<file path="src/rtl/iagc_dac_sample_formatter_if.sv">
// Sample-in / DAC-word-out bundle for the IAGC DAC sample formatter.
// Latency: n/a (wiring only).
// Backpressure: o_sample_ready / i_data_ready form a valid-ready pair on each side.
//
// Signals keep the formatter's port names. The i_/o_ prefixes are seen from the
// formatter:
//   i_iagc_status  IAGC state, all-zero = IAGC in reset (unity gain bypass)
//   i_gain         unsigned gain, sampled with each accepted sample
//   i_sample       signed input sample, qualified by i_sample_valid / o_sample_ready
//   o_data         packed DAC word, qualified by o_data_valid / i_data_ready
//   o_saturated    one-cycle pulse when a clipped word enters the output register
//   o_sat_count    saturating count of clipped words
// modport slave is the formatter side. modport master is the source/sink side.
interface iagc_dac_sample_formatter_if #(
    parameter int ZMOD_DATA_SIZE   = 14,
    parameter int AXIS_DATA_SIZE   = 32,
    parameter int IAGC_STATUS_SIZE = 4,
    parameter int GAIN_SIZE        = 8,
    parameter int SAT_COUNT_SIZE   = 16
);
    logic [IAGC_STATUS_SIZE-1:0] i_iagc_status;
    logic [GAIN_SIZE-1:0]        i_gain;
    logic [ZMOD_DATA_SIZE-1:0]   i_sample;
    logic                        i_sample_valid;
    logic                        o_sample_ready;
    logic [AXIS_DATA_SIZE-1:0]   o_data;
    logic                        o_data_valid;
    logic                        i_data_ready;
    logic                        o_saturated;
    logic [SAT_COUNT_SIZE-1:0]   o_sat_count;

    modport slave (
        input  i_iagc_status,
        input  i_gain,
        input  i_sample,
        input  i_sample_valid,
        output o_sample_ready,
        output o_data,
        output o_data_valid,
        input  i_data_ready,
        output o_saturated,
        output o_sat_count
    );

    modport master (
        output i_iagc_status,
        output i_gain,
        output i_sample,
        output i_sample_valid,
        input  o_sample_ready,
        input  o_data,
        input  o_data_valid,
        output i_data_ready,
        input  o_saturated,
        input  o_sat_count
    );
endinterface

</file>
<file path="src/rtl/iagc_dac_sample_formatter.sv">
// Applies the IAGC gain to a signed sample stream and packs the rounded and saturated result into the DAC word.
// Latency: 2 cycles from input accept to o_data_valid. Throughput is 1 sample per cycle.
// Backpressure: the whole pipe stalls while the output holds an unaccepted word. o_sample_ready is the advance term.
//
// Ports:
//   i_dac_clock  sole clock (DAC domain)
//   i_reset      synchronous, active-high reset
//   bus          iagc_dac_sample_formatter_if.slave (sample in, DAC word out, saturation status)
//
// Optional build macro IAGC_DAC_OFFSET_BINARY_EN: when defined, the MSB of each packed sample
// is inverted, which gives offset-binary output. Saturation and counting do not change.
//
// Pipeline:
//   stage 1   registers the product of the sample and the selected gain
//   stage 2   rounds, saturates and packs the stage-1 product (combinational)
//   output    registers the packed word, the saturation pulse and the counter
module iagc_dac_sample_formatter #(
    parameter int ZMOD_DATA_SIZE   = 14,
    parameter int AXIS_DATA_SIZE   = 32,
    parameter int IAGC_STATUS_SIZE = 4,
    parameter int GAIN_SIZE        = 8,
    parameter int GAIN_FRAC        = 4,
    parameter int SAT_COUNT_SIZE   = 16
) (
    input  logic                        i_dac_clock,
    input  logic                        i_reset,
    iagc_dac_sample_formatter_if.slave  bus
);

    // Holds the full signed x unsigned product.
    localparam int PROD_W  = ZMOD_DATA_SIZE + GAIN_SIZE + 1;
    // Each channel sits 2 bits above the bottom of its 16-bit half.
    localparam int CH2_LSB = 2;
    localparam int CH1_LSB = (AXIS_DATA_SIZE / 2) + 2;

    localparam logic [GAIN_SIZE-1:0] GAIN_ONE =
        {{(GAIN_SIZE-1){1'b0}}, 1'b1} << GAIN_FRAC;
    localparam logic signed [PROD_W-1:0] ROUND_ADD =
        {{(PROD_W-1){1'b0}}, 1'b1} << (GAIN_FRAC - 1);
    localparam logic signed [PROD_W-1:0] SAT_MAX =
        {{(PROD_W-ZMOD_DATA_SIZE+1){1'b0}}, {(ZMOD_DATA_SIZE-1){1'b1}}};
    localparam logic signed [PROD_W-1:0] SAT_MIN =
        {{(PROD_W-ZMOD_DATA_SIZE+1){1'b1}}, {(ZMOD_DATA_SIZE-1){1'b0}}};

    // ---------------------------------------------------------------- state
    logic                       s1_vld_q,   s1_vld_d;
    logic signed [PROD_W-1:0]   s1_prod_q,  s1_prod_d;
    logic                       out_vld_q,  out_vld_d;
    logic [AXIS_DATA_SIZE-1:0]  out_dat_q,  out_dat_d;
    logic                       sat_q,      sat_d;
    logic [SAT_COUNT_SIZE-1:0]  sat_cnt_q,  sat_cnt_d;

    // ---------------------------------------------------------------- comb
    logic                        advance;
    logic                        accept;
    logic [IAGC_STATUS_SIZE-1:0] iagc_status;
    logic [GAIN_SIZE-1:0]        gain_eff;
    logic signed [PROD_W-1:0]    samp_ext;
    logic signed [PROD_W-1:0]    gain_ext;
    logic signed [PROD_W-1:0]    prod;
    logic signed [PROD_W-1:0]    rnd_sum;
    logic signed [PROD_W-1:0]    rnd_shift;
    logic                        clip_hi;
    logic                        clip_lo;
    logic                        clip;
    logic [ZMOD_DATA_SIZE-1:0]   y_sat;
    logic [ZMOD_DATA_SIZE-1:0]   y_fmt;
    logic [AXIS_DATA_SIZE-1:0]   pack_word;

    // Stage 1 input side: handshake, gain select and multiply.
    always_comb begin
        advance     = !out_vld_q || bus.i_data_ready;
        accept      = bus.i_sample_valid && advance;
        iagc_status = bus.i_iagc_status;

        // While IAGC is held in reset, force unity gain so samples pass through unchanged.
        gain_eff = (iagc_status == '0) ? GAIN_ONE : bus.i_gain;

        // The operands are widened to the product width, so a signed multiply of the
        // same width is exact. Zero-extending the gain keeps it unsigned.
        samp_ext = {{(PROD_W-ZMOD_DATA_SIZE){bus.i_sample[ZMOD_DATA_SIZE-1]}}, bus.i_sample};
        gain_ext = {{(PROD_W-GAIN_SIZE){1'b0}}, gain_eff};
        prod     = samp_ext * gain_ext;
    end

    // Stage 2: round half toward +inf, then saturate to the DAC range and pack.
    always_comb begin
        // The largest product magnitude stays well inside PROD_W, so adding the
        // rounding constant cannot overflow.
        rnd_sum   = s1_prod_q + ROUND_ADD;
        rnd_shift = rnd_sum >>> GAIN_FRAC;

        clip_hi = rnd_shift > SAT_MAX;
        clip_lo = rnd_shift < SAT_MIN;
        clip    = clip_hi || clip_lo;

        if (clip_hi) begin
            y_sat = SAT_MAX[ZMOD_DATA_SIZE-1:0];
        end else if (clip_lo) begin
            y_sat = SAT_MIN[ZMOD_DATA_SIZE-1:0];
        end else begin
            y_sat = rnd_shift[ZMOD_DATA_SIZE-1:0];
        end

`ifdef IAGC_DAC_OFFSET_BINARY_EN
        y_fmt = {~y_sat[ZMOD_DATA_SIZE-1], y_sat[ZMOD_DATA_SIZE-2:0]};
`else
        y_fmt = y_sat;
`endif

        // Channel 1 and channel 2 carry the same sample. Unused low bits stay zero.
        pack_word = '0;
        pack_word[CH1_LSB +: ZMOD_DATA_SIZE] = y_fmt;
        pack_word[CH2_LSB +: ZMOD_DATA_SIZE] = y_fmt;
    end

    // Next state. Every stage moves together on advance, and bubbles move with it.
    always_comb begin
        s1_vld_d  = s1_vld_q;
        s1_prod_d = s1_prod_q;
        out_vld_d = out_vld_q;
        out_dat_d = out_dat_q;
        sat_d     = 1'b0;
        sat_cnt_d = sat_cnt_q;

        if (advance) begin
            s1_vld_d  = accept;
            // The gain is frozen into the product here. Later gain changes cannot
            // affect a sample that has already been accepted.
            if (accept) begin
                s1_prod_d = prod;
            end

            out_vld_d = s1_vld_q;
            if (s1_vld_q) begin
                out_dat_d = pack_word;
            end

            // Report a clipped word once, as it enters the output register.
            if (s1_vld_q && clip) begin
                sat_d = 1'b1;
                if (sat_cnt_q != '1) begin
                    sat_cnt_d = sat_cnt_q + SAT_COUNT_SIZE'(1);
                end
            end
        end
    end

    always_ff @(posedge i_dac_clock) begin
        if (i_reset) begin
            s1_vld_q  <= 1'b0;
            s1_prod_q <= '0;
            out_vld_q <= 1'b0;
            out_dat_q <= '0;
            sat_q     <= 1'b0;
            sat_cnt_q <= '0;
        end else begin
            s1_vld_q  <= s1_vld_d;
            s1_prod_q <= s1_prod_d;
            out_vld_q <= out_vld_d;
            out_dat_q <= out_dat_d;
            sat_q     <= sat_d;
            sat_cnt_q <= sat_cnt_d;
        end
    end

    // ---------------------------------------------------------------- outputs
    assign bus.o_sample_ready = advance;
    assign bus.o_data         = out_dat_q;
    assign bus.o_data_valid   = out_vld_q;
    assign bus.o_saturated    = sat_q;
    assign bus.o_sat_count    = sat_cnt_q;

endmodule

</file>
<file path="src/flat_wrapper.sv">
// flat-port wrapper written by rule: the top's interface ports become plain ports
module iagc_dac_sample_formatter_flat 
#(
    parameter int ZMOD_DATA_SIZE   = 14,
    parameter int AXIS_DATA_SIZE   = 32,
    parameter int IAGC_STATUS_SIZE = 4,
    parameter int GAIN_SIZE        = 8,
    parameter int GAIN_FRAC        = 4,
    parameter int SAT_COUNT_SIZE   = 16
)
  (i_dac_clock, i_reset, bus_i_iagc_status, bus_i_gain, bus_i_sample, bus_i_sample_valid, bus_o_sample_ready, bus_o_data, bus_o_data_valid, bus_i_data_ready, bus_o_saturated, bus_o_sat_count);
  iagc_dac_sample_formatter_if #(.ZMOD_DATA_SIZE(ZMOD_DATA_SIZE), .AXIS_DATA_SIZE(AXIS_DATA_SIZE), .IAGC_STATUS_SIZE(IAGC_STATUS_SIZE), .GAIN_SIZE(GAIN_SIZE), .SAT_COUNT_SIZE(SAT_COUNT_SIZE)) bus_i ();
  input  logic i_dac_clock;
  input  logic i_reset;
  input wire logic [$bits(bus_i.i_iagc_status)-1:0] bus_i_iagc_status;
  input wire logic [$bits(bus_i.i_gain)-1:0] bus_i_gain;
  input wire logic [$bits(bus_i.i_sample)-1:0] bus_i_sample;
  input wire logic [$bits(bus_i.i_sample_valid)-1:0] bus_i_sample_valid;
  output wire logic [$bits(bus_i.o_sample_ready)-1:0] bus_o_sample_ready;
  output wire logic [$bits(bus_i.o_data)-1:0] bus_o_data;
  output wire logic [$bits(bus_i.o_data_valid)-1:0] bus_o_data_valid;
  input wire logic [$bits(bus_i.i_data_ready)-1:0] bus_i_data_ready;
  output wire logic [$bits(bus_i.o_saturated)-1:0] bus_o_saturated;
  output wire logic [$bits(bus_i.o_sat_count)-1:0] bus_o_sat_count;
  assign bus_i.i_iagc_status = bus_i_iagc_status;
  assign bus_i.i_gain = bus_i_gain;
  assign bus_i.i_sample = bus_i_sample;
  assign bus_i.i_sample_valid = bus_i_sample_valid;
  assign bus_o_sample_ready = bus_i.o_sample_ready;
  assign bus_o_data = bus_i.o_data;
  assign bus_o_data_valid = bus_i.o_data_valid;
  assign bus_i.i_data_ready = bus_i_data_ready;
  assign bus_o_saturated = bus_i.o_saturated;
  assign bus_o_sat_count = bus_i.o_sat_count;
  iagc_dac_sample_formatter #(.ZMOD_DATA_SIZE(ZMOD_DATA_SIZE), .AXIS_DATA_SIZE(AXIS_DATA_SIZE), .IAGC_STATUS_SIZE(IAGC_STATUS_SIZE), .GAIN_SIZE(GAIN_SIZE), .GAIN_FRAC(GAIN_FRAC), .SAT_COUNT_SIZE(SAT_COUNT_SIZE)) u_core (.i_dac_clock(i_dac_clock), .i_reset(i_reset), .bus(bus_i));
endmodule
</file>
<file path="config.mk">
export PLATFORM = sky130hd
export DESIGN_NAME = iagc_dac_sample_formatter_flat
export DESIGN_NICKNAME = d
export VERILOG_FILES = /design/src/rtl/iagc_dac_sample_formatter_if.sv /design/src/rtl/iagc_dac_sample_formatter.sv /design/src/flat_wrapper.sv
export SDC_FILE = /design/constraint.sdc
export NUM_CORES = 1
export LEC_CHECK = 0
export ABC_AREA = 0
export CAP_MARGIN = 20
export CORE_ASPECT_RATIO = 1.4
export CORE_MARGIN = 5
export CORE_UTILIZATION = 50
export CTS_BUF_LIST = sky130_fd_sc_hd__clkbuf_4 sky130_fd_sc_hd__clkbuf_8 sky130_fd_sc_hd__clkbuf_16
export CTS_CLUSTER_SIZE = 28
export DETAILED_ROUTE_END_ITERATION = 12
export GPL_TIMING_DRIVEN = 0
export PLACE_DENSITY = 0.85
export SETUP_SLACK_MARGIN = 0.2
export SYNTH_ARGS = -nofsm -noshare
export SYNTH_HDL_FRONTEND = slang
export SYNTH_SLANG_ARGS = --single-unit
</file>
<file path="constraint.sdc">
create_clock -name i_dac_clock -period 6.6 [get_ports i_dac_clock]
set_input_delay 1.32 -clock i_dac_clock [delete_from_list [all_inputs] [get_ports i_dac_clock]]
set_output_delay 1.32 -clock i_dac_clock [all_outputs]
set_load 0.05 [all_outputs]
</file>
==> results.txt, run 1 <==
Syn avg cell area -> 8.34 um^2
Core Rows -> 51
Async SR Flop Fraction -> 0
GPL Wtd Cong -> 0.866
Worst r2r dst -> u_core.bus.o_sat_count[13]
Area delta synth->final -> 20.9%
Crit path kind -> primary input to flip-flop
Maximum buffer depth of the clock tree -> 2
Leakage power -> 3.96 nW
Hold-fix buffers, CTS -> 0
Congestion Overflow GR -> 0
Per-cell routed wire length -> 14.0 um
Clock Skews -> 3.69 ps
GRT Total Usage -> 0.195
Startpoint Class -> primary input
Final net count -> 1103
Placed cell area -> 8040 um^2
Layout cells sized above 1 -> 0.108
Cells after synthesis -> 843
PwrDens -> 337 nW/um^2
Filler cell count -> 1168
Die Area -> 16600 um^2
Clock transition at the registers of the reported paths -> 60 ps
Finished Layout Cells -> 1123
R2R depth -> 8
Die X -> 110 um
Total wire length -> 15700 um
Final slew viol count -> 0
RR Startpoint -> u_core.s1_prod_q[9]
Commonest non-fill, non-tap cell in the layout -> inv_1
Final core occ -> 0.614
DRC -> 0
CORE AREA -> 13800 um^2
RSZ-0062 raised after global routing -> no
CTS Root Cell -> clkbuf_16
Antenna Cells -> 0
YS warnings -> 0
Largest net degree at the start of global routing -> 16
Design area -> 8500 um^2
Vias -> 5828
R2R Setup Slk -> 4160 ps
Clock sink count -> 53
Outcome -> complete, no violations
Seq cells post-synth -> 53
First-pass GRT wire length -> 26000 um
Most frequent cells in the layout -> 137 x inv_1, 100 x nand2_1, 89 x fa_1
CP Data Arrival Time -> 6370 ps
Number of DRC markers in iteration 0 -> 159
Tcrit/Tclk final -> 0.940
HP Class -> flip-flop to flip-flop
DRT antenna net count -> 0
CTS tree -> yes
Primary FF master, synth -> dfxtp_1
Worst EP required -> 6770 ps
Initial Utilization -> 0.507
Multi-input logic area -> 5360 um^2
CTS H-tree depth -> 2
Dpl cells -> 1106
Worst setup path start -> bus_i_iagc_status[2]
Initial antenna violation count -> 0
Worst vdd ir -> 0.000206 V
Vias/cell -> 5.19
Mapped cell area -> 7030 um^2
Number of global-route vias before repair -> 5845
Num ports -> 81
# setup viols final -> 0
Crit end category -> flip-flop
Max-Cap Viols -> 0
Post-synth EDFFs -> 0
Worst Path Max Fanout -> 10
Cell variety after synth -> 60
Setup crit end -> u_core.s1_prod_q[22]
Post-synthesis sequential area ratio -> 0.151
Clk Latency, worst-skew pair -> 300 ps
Final Hold Slack -> 486 ps
Peak Freq -> 161 MHz
Height of the die -> 150 um
Drt pass-1 iters -> 4
DP HPWL -> 13000 um
Cts bufs inserted -> 5
Slew HR -> 0.543
I/O Buffers -> 75
Sequential Area -> 1060 um^2
TNS Setup -> 0 ps
Measured slew at the worst slew-check pin -> 680 ps
Endpoints failing hold -> 0
Tmin final -> 6200 ps
[cell families (layout without fill, tap and decap cells)]
family | after synthesis | after routing | share of synthesized area
AOI/OAI and AO/OA | 104 | 104 | 0.0944
xor gates and xnor gates | 32 | 32 | 0.0399
adders and majority gates | 136 | 136 | 0.338
buffers and inverters | 189 | 281 | 0.115
DFF | 53 | 53 | 0.151
muxes | 17 | 17 | 0.0317
other | 1 | 4 | 0.000534
and+or+nand+nor | 311 | 311 | 0.229
[synthesized netlist by cell type, drive strengths merged (3+ instances only)]
cell    number  area, um^2
nor3         6        35.0
inv        139         522
and2        59         369
nor4         6        37.5
fa          90        1800
a21oi       44         220
nor3b        4        30.0
a31o         3        26.3
mux2        15         203
nand3       14        75.1
nand4       16         121
xor2         8        70.1
nor2b       25         156
buf         27         201
nand2b       5        31.3
and4         3        27.5
and3         8        55.1
xnor2       24         210
clkbuf      23        86.3
o21a         4        30.0
nand2      101         379
nor2        53         199
nand3b       4        30.0
a31oi        5        31.3
o21ai       11        58.8
a211oi      18         135
a21o         6        45.0
dfxtp       53        1060
ha          46         576
[how the worst min path moves through the flow]
stage | startpoint | to | slack (ps) | cells after the start
2_1_floorplan | u_core.s1_vld_q | u_core.bus.o_data_valid | 450 | 2
3_3_place_gp | u_core.s1_prod_q[11] | u_core.s1_prod_q[11] | 480 | 2
3_5_place_dp | u_core.s1_vld_q | u_core.bus.o_data_valid | 480 | 2
4_1_cts | u_core.s1_vld_q | u_core.bus.o_data_valid | 480 | 2
5_1_grt | u_core.s1_prod_q[11] | u_core.s1_prod_q[11] | 510 | 2
6_report | u_core.s1_vld_q | u_core.bus.o_data_valid | 490 | 2
[worst max-delay path: stages]
cell and delay (ps):
dlygate4sd2_1 260, nor4_4 290, buf_6 200, buf_6 110, nor2b_4 50, buf_6 140
and2_1 170, fa_1 530, fa_1 460, fa_1 540, inv_1 50, fa_1 520
inv_1 60, ha_4 240, a21oi_2 130, o21ai_1 90, or4_4 430, o22ai_4 200
o221ai_2 140, buf_4 140, nor4_1 200, nor4_1 80
[state kept, by name, summed over array words and instances (netlist names)]
signal and flops:
u_core.s1_vld_q 1, u_core.bus.o_data_valid 1, u_core.bus.o_saturated 1, u_core.bus.o_data 14, u_core.bus.o_sat_count 16, u_core.s1_prod_q 20
[area by class of cell]
type / count / share of cell area
Clock inverter: 1 / 0.000589
Timing Repair Buffer: 84 / 0.0979
Clock buffer: 7 / 0.0180
Inverter: 139 / 0.0617
Multi-Input combinational cell: 604 / 0.630
Buffer: 50 / 0.0396
Sequential cell: 53 / 0.125
Tap cell: 185 / 0.0272
[through the flow]
stage / worst slack [ps] / total power, mW
final: 399 / 2.86
after global placement: -657 / 2.28
after floorplan: 328 / 1.96
after global routing: 165 / 3.17
after detailed placement: -774 / 2.35
after CTS: 189 / 2.73
[power breakdown]
group	total, mW	leakage (nW)	internal, mW	switching, mW
logic	2.15	3.45	0.964	1.19
clock network	0.274	0.0799	0.161	0.114
registers	0.433	0.434	0.376	0.0570
[per-layer routing]
metal	track usage	share of wire	wire length (um)	vias up
li1	-	-	-	2853
met1	0.207	0.37	5810	2798
met2	0.380	0.55	8680	143
met3	0.0236	0.042	664	34
met4	0.0770	0.035	554	0
met5	0	0	0	-
[repair_timing]
| item | in CTS | in global routing |
|---|---|---|
| buffers inserted | 4 | 5 |
| setup endpoints to repair | 9 | 8 |
| pin swaps | 7 | 18 |
| gates resized for setup | 36 | 35 |
Power figures use the tool's default switching activity.
==> run 2, diff against run 1 <==
--- a/config.mk
+++ b/config.mk
@@ -8,14 +8,15 @@
 export ABC_AREA = 0
 export CAP_MARGIN = 20
 export CORE_ASPECT_RATIO = 1.4
-export CORE_MARGIN = 5
+export CORE_MARGIN = 2
 export CORE_UTILIZATION = 50
 export CTS_BUF_LIST = sky130_fd_sc_hd__clkbuf_4 sky130_fd_sc_hd__clkbuf_8 sky130_fd_sc_hd__clkbuf_16
 export CTS_CLUSTER_SIZE = 28
 export DETAILED_ROUTE_END_ITERATION = 12
 export GPL_TIMING_DRIVEN = 0
-export PLACE_DENSITY = 0.85
+export PLACE_DENSITY_LB_ADDON = 0.3
 export SETUP_SLACK_MARGIN = 0.2
+export SKIP_CTS_REPAIR_TIMING = 1
 export SYNTH_ARGS = -nofsm -noshare
 export SYNTH_HDL_FRONTEND = slang
 export SYNTH_SLANG_ARGS = --single-unit
==> results.txt, run 2 (synthesized netlist as in run 1, its figures left out) <==
I/O Buffers -> 75 (unchanged)
Per-cell routed wire length -> 13.2 um (was 14.0 um)
Finished Layout Cells -> 1130 (was 1123)
Hold Path Sink -> u_core.bus.o_data_valid (unchanged)
CTS tree -> yes (unchanged)
Commonest non-fill, non-tap cell in the layout -> inv_1 (unchanged)
Top Usage Layer GRT -> met2 (unchanged)
Multi-input logic area -> 5300 um^2 (was 5360 um^2)
RR Startpoint -> u_core.s1_prod_q[9] (unchanged)
Worst r2r dst -> u_core.bus.o_sat_count[7] (was u_core.bus.o_sat_count[13])
PwrDens -> 326 nW/um^2 (was 337 nW/um^2)
Tmin final -> 6230 ps (was 6200 ps)
Pre-CTS WS -> -875 ps (was -774 ps)
GRT met3 Usage -> 0.0153 (was 0.0236)
Largest net degree at the start of global routing -> 17 (was 16)
Peak Freq -> 160 MHz (was 161 MHz)
Max-Cap Viols -> 0 (unchanged)
Drt pass-1 iters -> 5 (was 4)
Outcome -> complete, no violations (unchanged)
Slew HR -> 0.521 (was 0.543)
Congestion Overflow GR -> 0 (unchanged)
Sequential Area -> 1060 um^2 (unchanged)
Initial antenna violation count -> 0 (unchanged)
Vias/cell -> 5.07 (was 5.19)
Register name with the most flops -> u_core.s1_prod_q (unchanged)
# setup viols final -> 0 (unchanged)
Core Rows -> 51 (unchanged)
RSZ-0062 raised after global routing -> no (unchanged)
HP Class -> flip-flop to flip-flop (unchanged)
Dpl cells -> 1106 (unchanged)
Number of DRC markers in iteration 0 -> 153 (was 159)
Area delta synth->final -> 20.7% (was 20.9%)
DRC -> 0 (unchanged)
Hold Crit Start -> u_core.s1_vld_q (unchanged)
CP Data Arrival Time -> 6440 ps (was 6370 ps)
Worst vdd ir -> 0.000165 V (was 0.000206 V)
Total wire length -> 14900 um (was 15700 um)
Final core occ -> 0.612 (was 0.614)
Final total power -> 2.76 mW (was 2.86 mW)
Die X -> 104 um (was 110 um)
GPL Wtd Cong -> 0.884 (was 0.866)
R2R Setup Slk -> 4110 ps (was 4160 ps)
Filler cell count -> 1270 (was 1168)
Worst Path Max Fanout -> 10 (unchanged)
Final net count -> 1110 (was 1103)
Met2 Use GR -> 0.409 (was 0.380)
Clock transition at the registers of the reported paths -> 70 ps (was 60 ps)
DP HPWL -> 12500 um (was 13000 um)
Tcrit/Tclk final -> 0.944 (was 0.940)
Measured slew at the worst slew-check pin -> 712 ps (was 680 ps)
TNS Setup -> 0 ps (unchanged)
Startpoint Class -> primary input (unchanged)
Number of global-route vias before repair -> 5561 (was 5845)
Clock Skews -> 4.89 ps (was 3.69 ps)
Worst hold stages -> 2 (unchanged)
Num ports -> 81 (unchanged)
Clock sink count -> 53 (unchanged)
First-pass GRT wire length -> 25000 um (was 26000 um)
CORE AREA -> 13800 um^2 (unchanged)
Layout cells sized above 1 -> 0.109 (was 0.108)
Met1 Use GR -> 0.220 (was 0.207)
Crit end category -> flip-flop (unchanged)
Crit path kind -> primary input to flip-flop (unchanged)
CTS Root Cell -> clkbuf_16 (unchanged)
Die Area -> 15000 um^2 (was 16600 um^2)
Height of the die -> 144 um (was 150 um)
Most frequent cells in the layout -> 136 x inv_1, 100 x nand2_1, 89 x fa_1 (was 137 x inv_1, 100 x nand2_1, 89 x fa_1)
Maximum buffer depth of the clock tree -> 2 (unchanged)
Final slew viol count -> 0 (unchanged)
CTS H-tree depth -> 2 (unchanged)
Worst EP required -> 6810 ps (was 6770 ps)
GRT Total Usage -> 0.202 (was 0.195)
Initial Utilization -> 0.507 (unchanged)
Antenna Cells -> 0 (unchanged)
Clk Latency, worst-skew pair -> 300 ps (about the same)
DRT antenna net count -> 0 (unchanged)
Fin worst setup slack -> 369 ps (was 399 ps)
Endpoints failing hold -> 0 (unchanged)
Cts bufs inserted -> 5 (unchanged)
Number of flip-flops in the largest register -> 20 (unchanged)
R2R depth -> 8 (unchanged)
Vias -> 5727 (was 5828)
Leakage power -> 3.99 nW (was 3.96 nW)
## run 2: cell type report
class                           instances  area share
Multi-Input combinational cell        604       0.626
Clock buffer                            6      0.0164
Inverter                              139      0.0618
Sequential cell                        53       0.125
Clock inverter                          2     0.00162
Tap cell                              185      0.0273
Timing Repair Buffer                   91       0.104
Buffer                                 50      0.0378
## run 2: layer usage
layer	vias up	part of all wire	routed length [um]
met5	-	0	0
met4	0	0.027	405
met3	18	0.025	370
met2	109	0.54	8120
met1	2739	0.40	6010
li1	2861	-	-
## run 2: worst max path at each step
stage                          from                    to  slack (ps)
2_1_floorplan  bus_i_iagc_status[1]  u_core.s1_prod_q[22]         330
4_1_cts        bus_i_iagc_status[1]  u_core.s1_prod_q[22]        -560
6_report              bus_i_gain[5]  u_core.s1_prod_q[22]         370
5_1_grt               bus_i_gain[1]  u_core.s1_prod_q[22]         160
3_3_place_gp   bus_i_iagc_status[1]  u_core.s1_prod_q[22]        -800
3_5_place_dp   bus_i_iagc_status[1]  u_core.s1_prod_q[22]        -870
## run 2: where the power goes
part / internal (mW) / switching [mW] / total (mW)
sequential: 0.375 / 0.0570 / 0.432
clock: 0.151 / 0.118 / 0.269
combinational: 0.931 / 1.13 / 2.06
total: 1.46 / 1.30 / 2.76
## run 2: metrics by stage
stage          hold WS [ps]  cell area [um^2]
3_5_place_dp            471              8040
5_1_grt                 498              8480
2_1_floorplan           448              7050
4_1_cts                 485              8190
3_3_place_gp            468              8040
6_report                488              8480
## run 2: worst max-delay path, stage by stage
cell	delay, ps
clkdlybuf4s50_1	460
nor2b_4	230
buf_4	210
nand2_1	90
fa_1	550
inv_1	50
fa_1	490
fa_1	550
inv_1	50
fa_1	530
inv_1	50
ha_2	190
a21oi_2	140
nor2b_1	60
or4_1	530
o22ai_2	240
buf_4	150
o221ai_2	100
a41o_1	190
nor4_1	220
